<file path="src/rtl/spi_slave.sv">
// -----------------------------------------------------------------------------
// spi_slave
//   SPI target, mode 0 (CPOL=0, CPHA=0), MSB first. The SPI pins are treated
//   as asynchronous and oversampled in the clk domain, so f(clk) must be at
//   least 4x f(spi_clk). Received words and words to transmit are exchanged
//   with the local side through valid/ready-style handshakes.
//
// Optional build macro: SPI_SLAVE_OVERRUN_EN
//   Adds sticky rx_overrun / tx_underrun flags, a status_clr input that clears
//   them, and an rx_ack input that acknowledges a received word.
//
// Ports
//   clk          in   system clock, all logic on the rising edge
//   reset        in   synchronous, active-high reset
//   spi_clk      in   SPI serial clock (asynchronous)
//   spi_mosi     in   master-out data (asynchronous)
//   spi_cs       in   chip select, active low (asynchronous)
//   spi_miso     out  slave-out data
//   spi_miso_oe  out  MISO output enable, high while selected
//   tx_data      in   next word to transmit
//   tx_valid     in   tx_data is valid
//   tx_ready     out  transmit holding register empty
//   rx_data      out  last complete received word
//   rx_valid     out  one-cycle strobe, rx_data updated
//   busy         out  frame in progress
//   status_clr   in   (macro) clear both sticky flags
//   rx_ack       in   (macro) local side has consumed rx_data
//   rx_overrun   out  (macro) word received before the previous one was acked
//   tx_underrun  out  (macro) DEFAULT_TX sent mid-frame for lack of a word
// -----------------------------------------------------------------------------
module spi_slave #(
  parameter int                    DATA_WIDTH  = 8,
  parameter logic [DATA_WIDTH-1:0] DEFAULT_TX  = 8'hFF,
  parameter int                    SYNC_STAGES = 2
) (
  input  logic                  clk,
  input  logic                  reset,
  input  logic                  spi_clk,
  input  logic                  spi_mosi,
  input  logic                  spi_cs,
  output logic                  spi_miso,
  output logic                  spi_miso_oe,
  input  logic [DATA_WIDTH-1:0] tx_data,
  input  logic                  tx_valid,
  output logic                  tx_ready,
  output logic [DATA_WIDTH-1:0] rx_data,
  output logic                  rx_valid,
  output logic                  busy
`ifdef SPI_SLAVE_OVERRUN_EN
  ,
  input  logic                  status_clr,
  input  logic                  rx_ack,
  output logic                  rx_overrun,
  output logic                  tx_underrun
`endif
);

  localparam int                CNT_W    = $clog2(DATA_WIDTH + 1);
  localparam logic [CNT_W-1:0]  LAST_BIT = CNT_W'(DATA_WIDTH - 1);

  typedef enum logic {ST_IDLE, ST_ACTIVE} state_t;

  logic [SYNC_STAGES-1:0] r_sck_sync, r_mosi_sync, r_cs_sync;
  logic                   r_sck_d, r_cs_d;
  logic                   w_sck, w_mosi, w_cs;
  logic                   w_sck_rise, w_sck_fall, w_cs_fall, w_cs_rise;

  state_t                 r_state, w_state_nx;
  logic [CNT_W-1:0]       r_bit_cnt, w_bit_cnt_nx;
  logic [DATA_WIDTH-1:0]  r_rx_shift, w_rx_shift_nx;
  logic [DATA_WIDTH-1:0]  r_tx_shift, w_tx_shift_nx;
  logic [DATA_WIDTH-1:0]  r_hold, w_tx_word;
  logic                   r_hold_full;
  logic                   r_miso, w_miso_nx;
  logic                   r_word_done, w_word_done_nx;
  logic [DATA_WIDTH-1:0]  r_rx_data;
  logic                   r_rx_valid;
  logic                   w_rx_done, w_word_start, w_tx_accept;

  // Stage: pin synchronizers. Deliberately not reset: they keep tracking the
  // pins through reset, so a CS that is still low afterwards shows no falling
  // edge and the interrupted frame is ignored until CS is released.
  always_ff @(posedge clk) begin
    r_sck_sync  <= {r_sck_sync[SYNC_STAGES-2:0], spi_clk};
    r_mosi_sync <= {r_mosi_sync[SYNC_STAGES-2:0], spi_mosi};
    r_cs_sync   <= {r_cs_sync[SYNC_STAGES-2:0], spi_cs};
    r_sck_d     <= w_sck;
    r_cs_d      <= w_cs;
  end

  assign w_sck      = r_sck_sync[SYNC_STAGES-1];
  assign w_mosi     = r_mosi_sync[SYNC_STAGES-1];
  assign w_cs       = r_cs_sync[SYNC_STAGES-1];
  assign w_sck_rise =  w_sck & ~r_sck_d;
  assign w_sck_fall = ~w_sck &  r_sck_d;
  assign w_cs_fall  = ~w_cs  &  r_cs_d;
  assign w_cs_rise  =  w_cs  & ~r_cs_d;

  // Stage: frame control, next-state logic
  always_comb begin
    w_state_nx     = r_state;
    w_bit_cnt_nx   = r_bit_cnt;
    w_rx_shift_nx  = r_rx_shift;
    w_tx_shift_nx  = r_tx_shift;
    w_miso_nx      = r_miso;
    w_word_done_nx = r_word_done;
    w_rx_done      = 1'b0;
    w_word_start   = 1'b0;
    w_tx_word      = r_hold_full ? r_hold : DEFAULT_TX;

    case (r_state)
      ST_IDLE: begin
        if (w_cs_fall) begin
          w_state_nx     = ST_ACTIVE;
          w_bit_cnt_nx   = '0;
          w_word_done_nx = 1'b0;
          w_word_start   = 1'b1;
        end
      end
      ST_ACTIVE: begin
        // CS release has priority over any SCK edge seen in the same cycle.
        if (w_cs_rise) begin
          w_state_nx     = ST_IDLE;
          w_bit_cnt_nx   = '0;
          w_word_done_nx = 1'b0;
          w_miso_nx      = 1'b0;
        end else if (w_sck_rise) begin
          w_rx_shift_nx = {r_rx_shift[DATA_WIDTH-2:0], w_mosi};
          if (r_bit_cnt == LAST_BIT) begin
            w_bit_cnt_nx   = '0;
            w_rx_done      = 1'b1;
            w_word_done_nx = 1'b1;
          end else begin
            w_bit_cnt_nx = r_bit_cnt + 1'b1;
          end
        end else if (w_sck_fall) begin
          if (r_bit_cnt != '0) begin
            w_tx_shift_nx = {r_tx_shift[DATA_WIDTH-2:0], 1'b0};
            w_miso_nx     = r_tx_shift[DATA_WIDTH-2];
          end else if (r_word_done) begin
            // Falling edge after the last bit of a word opens the next word.
            w_word_start   = 1'b1;
            w_word_done_nx = 1'b0;
          end
        end
      end
      default: w_state_nx = ST_IDLE;
    endcase

    if (w_word_start) begin
      w_tx_shift_nx = w_tx_word;
      w_miso_nx     = w_tx_word[DATA_WIDTH-1];
    end
  end

  // Loading and consuming the holding register are mutually exclusive: a word
  // start only consumes when full, a handshake only loads when empty.
  assign w_tx_accept = tx_valid && !r_hold_full;

  // Stage: registered frame state and outputs
  always_ff @(posedge clk) begin
    if (reset) begin
      r_state     <= ST_IDLE;
      r_bit_cnt   <= '0;
      r_miso      <= 1'b0;
      r_word_done <= 1'b0;
      r_hold_full <= 1'b0;
      r_rx_data   <= '0;
      r_rx_valid  <= 1'b0;
    end else begin
      r_state     <= w_state_nx;
      r_bit_cnt   <= w_bit_cnt_nx;
      r_miso      <= w_miso_nx;
      r_word_done <= w_word_done_nx;
      r_rx_valid  <= w_rx_done;
      if (w_rx_done) begin
        r_rx_data <= w_rx_shift_nx;
      end
      if (w_word_start && r_hold_full) begin
        r_hold_full <= 1'b0;
      end else if (w_tx_accept) begin
        r_hold_full <= 1'b1;
      end
    end
  end

  always_ff @(posedge clk) begin
    r_rx_shift <= w_rx_shift_nx;
    r_tx_shift <= w_tx_shift_nx;
    if (w_tx_accept) begin
      r_hold <= tx_data;
    end
  end

  assign spi_miso    = r_miso;
  assign spi_miso_oe = (r_state == ST_ACTIVE);
  assign busy        = (r_state == ST_ACTIVE);
  assign tx_ready    = ~r_hold_full;
  assign rx_data     = r_rx_data;
  assign rx_valid    = r_rx_valid;

`ifdef SPI_SLAVE_OVERRUN_EN
  logic r_rx_unacked, r_rx_overrun, r_tx_underrun;
  logic w_overrun_set, w_underrun_set;

  // Only word starts inside a frame count as underrun; the frame-opening word
  // start happens on the way out of IDLE.
  assign w_overrun_set  = w_rx_done && r_rx_unacked && !rx_ack;
  assign w_underrun_set = w_word_start && (r_state == ST_ACTIVE) && !r_hold_full;

  // Stage: sticky status flags, set wins over clear
  always_ff @(posedge clk) begin
    if (reset) begin
      r_rx_unacked  <= 1'b0;
      r_rx_overrun  <= 1'b0;
      r_tx_underrun <= 1'b0;
    end else begin
      r_rx_unacked  <= w_rx_done | (r_rx_unacked & ~rx_ack);
      r_rx_overrun  <= w_overrun_set  | (r_rx_overrun  & ~status_clr);
      r_tx_underrun <= w_underrun_set | (r_tx_underrun & ~status_clr);
    end
  end

  assign rx_overrun  = r_rx_overrun;
  assign tx_underrun = r_tx_underrun;
`endif

endmodule
</file>
<file path="config.mk">
export PLATFORM = sky130hd
export DESIGN_NAME = spi_slave
export DESIGN_NICKNAME = d
export VERILOG_FILES = /design/src/rtl/spi_slave.sv
export SDC_FILE = /design/constraint.sdc
export NUM_CORES = 1
export LEC_CHECK = 0
export BUFFER_PORTS_ARGS = -buffer_cell sky130_fd_sc_hd__buf_2
export CORE_MARGIN = 2
export CORE_UTILIZATION = 59
export DETAILED_ROUTE_END_ITERATION = 10
export GPL_TIMING_DRIVEN = 0
export HOLD_SLACK_MARGIN = 0.1
export PLACE_DENSITY = 0.92
export SYNTH_ARGS = -nofsm -noshare
export SYNTH_HDL_FRONTEND = slang
export SYNTH_SLANG_ARGS = --single-unit
</file>
<file path="constraint.sdc">
create_clock -name clk -period 5.5 [get_ports clk]
set_input_delay 1.1 -clock clk [delete_from_list [all_inputs] [get_ports clk]]
set_output_delay 1.1 -clock clk [all_outputs]
set_load 0.01 [all_outputs]
</file>
==> flow_metrics.env, run 1 <==
export IMPL_drt_iter0_drc=77
export IMPL_dp_slack_ns=3.20
export IMPL_synthArstFlopShare_pct=0
export IMPL_relSlewSlack_pct=32.2
export IMPL_fin_hold_ws_ns=0.342
export IMPL_synth_xor_area_share_pct=0
export IMPL_fin_util_pct=69.5
export IMPL_fmax_mhz=442
export IMPL_timing_max_cap_violations=0
export IMPL_synth_fa_ha_area_share_pct=1.33
export IMPL_h_tree_depth=2
export IMPL_synth_compound_area_share_pct=11.7
export IMPL_nets=228
export IMPL_grt_overflow=0
export IMPL_synthMostInstantiatedCell="nand2_1"
export IMPL_synthFlopType="dfxtp_1"
export IMPL_synth_top_family_by_area="simple AND/OR/NAND/NOR gates"
export IMPL_finalHoldViolations=0
export IMPL_cts_root_buffer="clkbuf_4"
export IMPL_critPathArrivalTime_ns=2.26
export IMPL_setup_tns_ns=0
export IMPL_die_w_um=60.4
export IMPL_gp_congestion=0.861
export IMPL_fp_row_count=20
export IMPL_core_area_um2=3050
export IMPL_cts_made_buffers=5
export IMPL_ant_nets=0
export IMPL_endpoint_kind="register"
export IMPL_fin_crit_sh_pct=41.2
export IMPL_ys_types=38
export IMPL_placed_area_um2=2060
export IMPL_crit_family="compound AO/OA/AOI/OAI gates"
export IMPL_crit_top_cell="nor2_1"
export IMPL_post_cts_resized=0
export IMPL_ys_ff_latch=47
export IMPL_crit_required_ns=5.49
export IMPL_crit_slowest_cell="o21ai_0"
export IMPL_clk_pin_slew_worst_paths_ns=0.12
export IMPL_total_leakage_power_nw=0.840
export IMPL_yosys_area_share_simple_pct=22.0
export IMPL_die_h_um=60.4
export IMPL_initial_core_util_pct=61.5
export IMPL_drc=0
export IMPL_drt_wl_total_mm=3.40
export IMPL_cp_max_fo=7
export IMPL_synthMuxAreaShare_pct=3.60
export IMPL_worstMarginPinSlew_ns=1.01
export IMPL_synth_area_leaders="dfxtp_1 34%, edfxtp_1 24%, nand2_1 7.4%"
export IMPL_cts_tree="yes"
export IMPL_antenna_found_initial=0
export IMPL_cp_start_kind="register"
export IMPL_cts_max_path_buffers=2
export IMPL_powerDensity_nw_per_um2=284
export IMPL_cts_setup_buffers=0
export IMPL_slew_violations=0
export IMPL_synth_area_um2=1880
export IMPL_cts_sinks=47
export IMPL_syn_inst=179
export IMPL_cp_num_buf_inv=1
export IMPL_grt_max_degree=15
export IMPL_wire_per_inst_um=13.2
export IMPL_final_area_um2=2120
export IMPL_dieArea_um2=3650
export IMPL_peakVddDrop_uv=219
export IMPL_grt_pass1_wl_mm=5.50
export IMPL_grt_pass1_vias=1211
export IMPL_io_buffers=26
export IMPL_critPathKind="register to register"
export IMPL_cts_hold_buf=0
export IMPL_drive_above_1_share_pct=23.0
export IMPL_finClkSkew_ns=0.00503
export IMPL_synth_largest_area_cell="dfxtp_1"
export IMPL_hpwl_mm=2.46
export IMPL_clkLatencyLatePin_ns=0.36
export IMPL_finalCriticalPeriod_ns=2.26
export IMPL_crit_path_cell_trace="inv_1, ha_1, nor4b_1, nor2_1, nor2_1, o21ai_0"
export IMPL_netlist_area_leader_share_pct=34.1
export IMPL_synth_edf_count=15
export IMPL_syn_num_nets=195
export IMPL_antennaDiodeCount=0
export IMPL_hp_class="register to register"
export IMPL_drt_pass1_iter_count=4
export IMPL_track_usage_pct=21.3
export IMPL_ys_warn_count=0
export IMPL_critPathMaxStageDelay_ns=0.79
export IMPL_avgSynthCellArea_um2=10.5
export IMPL_seq_area_frac_synth_pct=58.1
export IMPL_synth_common_cells="37 x nand2_1, 32 x dfxtp_1, 15 x edfxtp_1"
export IMPL_rsz0062_at_grt="no"
export IMPL_area_growth_pct=13.1
export IMPL_ioPinCount=27
export IMPL_outcome="finished clean"
export IMPL_dr_total_vias=1366
export IMPL_setup_ws_ns=3.24
export IMPL_setup_viol=0
export IMPL_via_per_inst=5.32
-- state kept, by name (all words and copies together), names as in the netlist, 2 cells and up --
register	cells
r_cs_sync	2
r_sck_sync	2
r_hold	8
rx_data	8
r_mosi_sync	2
r_rx_shift	7
r_tx_shift	7
r_bit_cnt	4
-- final timing paths --
| path | start | end | slack (ns) | depth (start not counted) |
|---|---|---|---|---|
| worst max-delay path | r_bit_cnt[0] | r_tx_shift[3] | 3.24 | 6 |
| worst min-delay path | r_sck_sync[0] | r_sck_sync[1] | 0.34 | 0 |
| worst max register to register | r_bit_cnt[0] | r_tx_shift[3] | 3.24 | 6 |
| worst min register to register | r_sck_sync[0] | r_sck_sync[1] | 0.34 | 0 |
-- where the power goes --
group | internal (W) | switching, W
combinational | 0.0000218 | 0.0000276
sequential | 0.000377 | 0.0000110
clock | 0.0000621 | 0.000104
-- logic make-up (layout without fill, tap and decap cells) --
logic type | Yosys count | in the layout
simple gates | 80 | 80
flops | 47 | 47
mux | 6 | 6
buf+inv | 14 | 48
compound gates | 30 | 30
fa+ha+maj | 2 | 2
-- layout by cell type, fill, tap and decap left out, types with 2 or more instances in the layout --
cell type   n
o21ai_0     3
nand3_1    12
clkbuf_1    3
mux2_2      6
ha_1        2
nand2b_1    8
inv_1       6
nor2b_1     5
nand3b_1    2
a21oi_1    12
a31oi_1     2
clkbuf_4    5
buf_2      31
nand2_1    37
nor2_1      4
nor3b_1     3
edfxtp_1   15
or3_1       2
o2bb2ai_1   2
dfxtp_1    32
-- layout make-up --
cell class	instances	area [um2]
Fill cell	247	930
Inverter	6	22.5
Clock inverter	1	5.00
Sequential cell	47	1090
Timing Repair Buffer	26	130
Clock buffer	7	55.1
Buffer	8	40.0
Multi-Input combinational cell	118	724
Tap cell	44	55.1
-- metrics by stage --
step,power (W),instances
2_1_floorplan,0.000427,179
3_3_place_gp,0.000441,249
3_5_place_dp,0.000445,249
4_1_cts,0.000606,257
5_1_grt,0.000629,257
6_report,0.000604,257
-- layer usage --
metal	vias to the layer above	GRT usage, %	share of wire [%]
met5	-	0	0
met4	0	9.32	1.6
met3	7	7.25	5.6
met2	43	34.3	50
met1	628	26.3	43
li1	688	-	-
(Power assumes the default switching activity.)
==> run 2: changes to the inputs <==
- CORE_UTILIZATION: 59 -> 50
- PLACE_DENSITY: 0.92 -> 0.84
- clock period: 5.5 -> 1.8 ns (I/O delays scaled with it)
==> flow_metrics.env, run 2 (synthesized netlist as in run 1, its figures left out) <==
export IMPL_core_area_um2=3630
export IMPL_via_per_inst=5.28
export IMPL_switching_share_pct=24.2
export IMPL_peakVddDrop_uv=819
export IMPL_nets=234
export IMPL_cp_max_fo=8
export IMPL_dr_total_vias=1411
export IMPL_endpoint_kind="register"
export IMPL_wire_per_inst_um=13.1
export IMPL_fmax_mhz=534
export IMPL_finalCriticalPeriod_ns=1.87
export IMPL_ioPinCount=27
export IMPL_timing_max_cap_violations=0
export IMPL_grt_pass1_wl_mm=5.95
export IMPL_io_buffers=26
export IMPL_dp_slack_ns=-0.148
export IMPL_drive_above_1_share_pct=30.1
export IMPL_finClkSkew_ns=0.00689
export IMPL_critPathKind="register to register"
export IMPL_hp_class="input port to register"
export IMPL_cts_made_buffers=5
export IMPL_total_leakage_power_nw=0.925
export IMPL_clk_pin_slew_worst_paths_ns=0.09
export IMPL_setup_ws_ns=-0.0720
export IMPL_gp_congestion=0.849
export IMPL_cts_max_path_buffers=2
export IMPL_fp_row_count=22
export IMPL_grt_max_degree=17
export IMPL_cts_sinks=47
export IMPL_initial_core_util_pct=51.7
export IMPL_fin_hold_ws_ns=0.150
export IMPL_die_h_um=65.3
export IMPL_crit_required_ns=1.85
export IMPL_setup_tns_ns=-0.367
export IMPL_fin_crit_sh_pct=104
export IMPL_switchingPower_w=0.000482
export IMPL_cts_root_buffer="clkbuf_8"
export IMPL_die_w_um=65.3
export IMPL_cts_tree="yes"
export IMPL_h_tree_depth=2
export IMPL_antennaDiodeCount=0
export IMPL_cp_start_kind="register"
export IMPL_area_growth_pct=22.0
export IMPL_p_comb_share_pct=8.5
export IMPL_outcome="finished with violations"
export IMPL_grt_pass1_vias=1325
export IMPL_rsz0062_at_grt="yes"
export IMPL_cts_hold_buf=0
export IMPL_drt_pass1_iter_count=4
export IMPL_pwr_share_clk_pct=32.1
export IMPL_drt_wl_total_mm=3.51
export IMPL_violations="setup timing"
export IMPL_regArea_um2=1100
export IMPL_grt_overflow=0
export IMPL_powerDensity_nw_per_um2=870
export IMPL_critPathArrivalTime_ns=1.92
export IMPL_final_cell_mix="37 x nand2_1, 30 x buf_2, 30 x dfxtp_1"
export IMPL_multi_input_comb_area_um2=785
export IMPL_clkLatencyLatePin_ns=0.30
export IMPL_track_usage_pct=18.4
export IMPL_internal_power_w=0.00151
export IMPL_drc=0
export IMPL_ant_nets=0
export IMPL_slew_violations=0
export IMPL_fillers=299
export IMPL_final_common_cell="nand2_1"
export IMPL_hpwl_mm=2.34
export IMPL_pwr_share_seq_pct=59.4
export IMPL_drt_iter0_drc=121
export IMPL_worstMarginPinSlew_ns=0.780
export IMPL_relSlewSlack_pct=47.9
export IMPL_finalHoldViolations=0
export IMPL_setup_viol=6
export IMPL_dieArea_um2=4260
export IMPL_antenna_found_initial=0
run 2: cell count changes in the layout (fill, tap and decap cells not counted), sizes merged:
cell	previous run	this run
buf	32	38
clkbuf	9	7
clkinv	1	2
inv	6	7
run 2: per-layer routing:
layer / up-vias / share of wire [%] / GRT usage, %
li1: 702 / - / -
met1: 670 / 44 / 23.8
met2: 31 / 50 / 29.5
met3: 8 / 3.7 / 4.11
met4: 0 / 2.0 / 8.07
met5: - / 0 / 0
run 2: critical path, cell delays in order (launching register included):
cell and delay (ns):
dfxtp_4 0.36, inv_4 0.05, ha_4 0.13, nor3b_4 0.23, a41o_1 0.27, o2bb2ai_4 0.14
buf_12 0.14, mux2_4 0.30
run 2: power groups by stage:
stage	clock network [W]	registers, W	logic, W
3_5_place_dp	0	0.00121	0.000148
5_1_grt	0.000687	0.00119	0.000190
2_1_floorplan	0	0.00120	0.000105
6_report	0.000640	0.00118	0.000169
4_1_cts	0.000649	0.00119	0.000165
3_3_place_gp	0	0.00121	0.000143
run 2: timing repair:
item | CTS | global route
setup buffers | 1 | 5
pin swaps | 4 | 3
setup endpoints to repair | 21 | 22
gates cloned | 0 | 0
resized for setup | 15 | 7
run 2: final timing paths:
kind	from	endpoint	slack, ns	cells after the start
worst max-delay path	r_bit_cnt[0]	r_tx_shift[5]	-0.07	7
worst min-delay path	spi_clk	r_sck_sync[0]	0.15	1
worst max register to register	r_bit_cnt[0]	r_tx_shift[5]	-0.07	7
worst min register to register	r_sck_sync[0]	r_sck_sync[1]	0.33	0
run 2: layout make-up:
class,instances,share of cell area (%)
sequential,47,47.8
multi-input combinational,118,34.2
timing repair buffer,32,8.36
clock buffer,5,3.00
tap,48,2.62
buffer,8,1.86
inverter,6,1.09
clock inverter,3,0.983
run 2: metrics by stage:
step / util (%) / power [W] / cell area [um2] / instances
5_1_grt: 63.1 / 0.00207 / 2290 / 267
4_1_cts: 61.6 / 0.00200 / 2240 / 262
3_3_place_gp: 57.1 / 0.00135 / 2070 / 253
3_5_place_dp: 57.1 / 0.00136 / 2070 / 253
6_report: 63.1 / 0.00199 / 2290 / 267
2_1_floorplan: - / 0.00131 / 1880 / 179
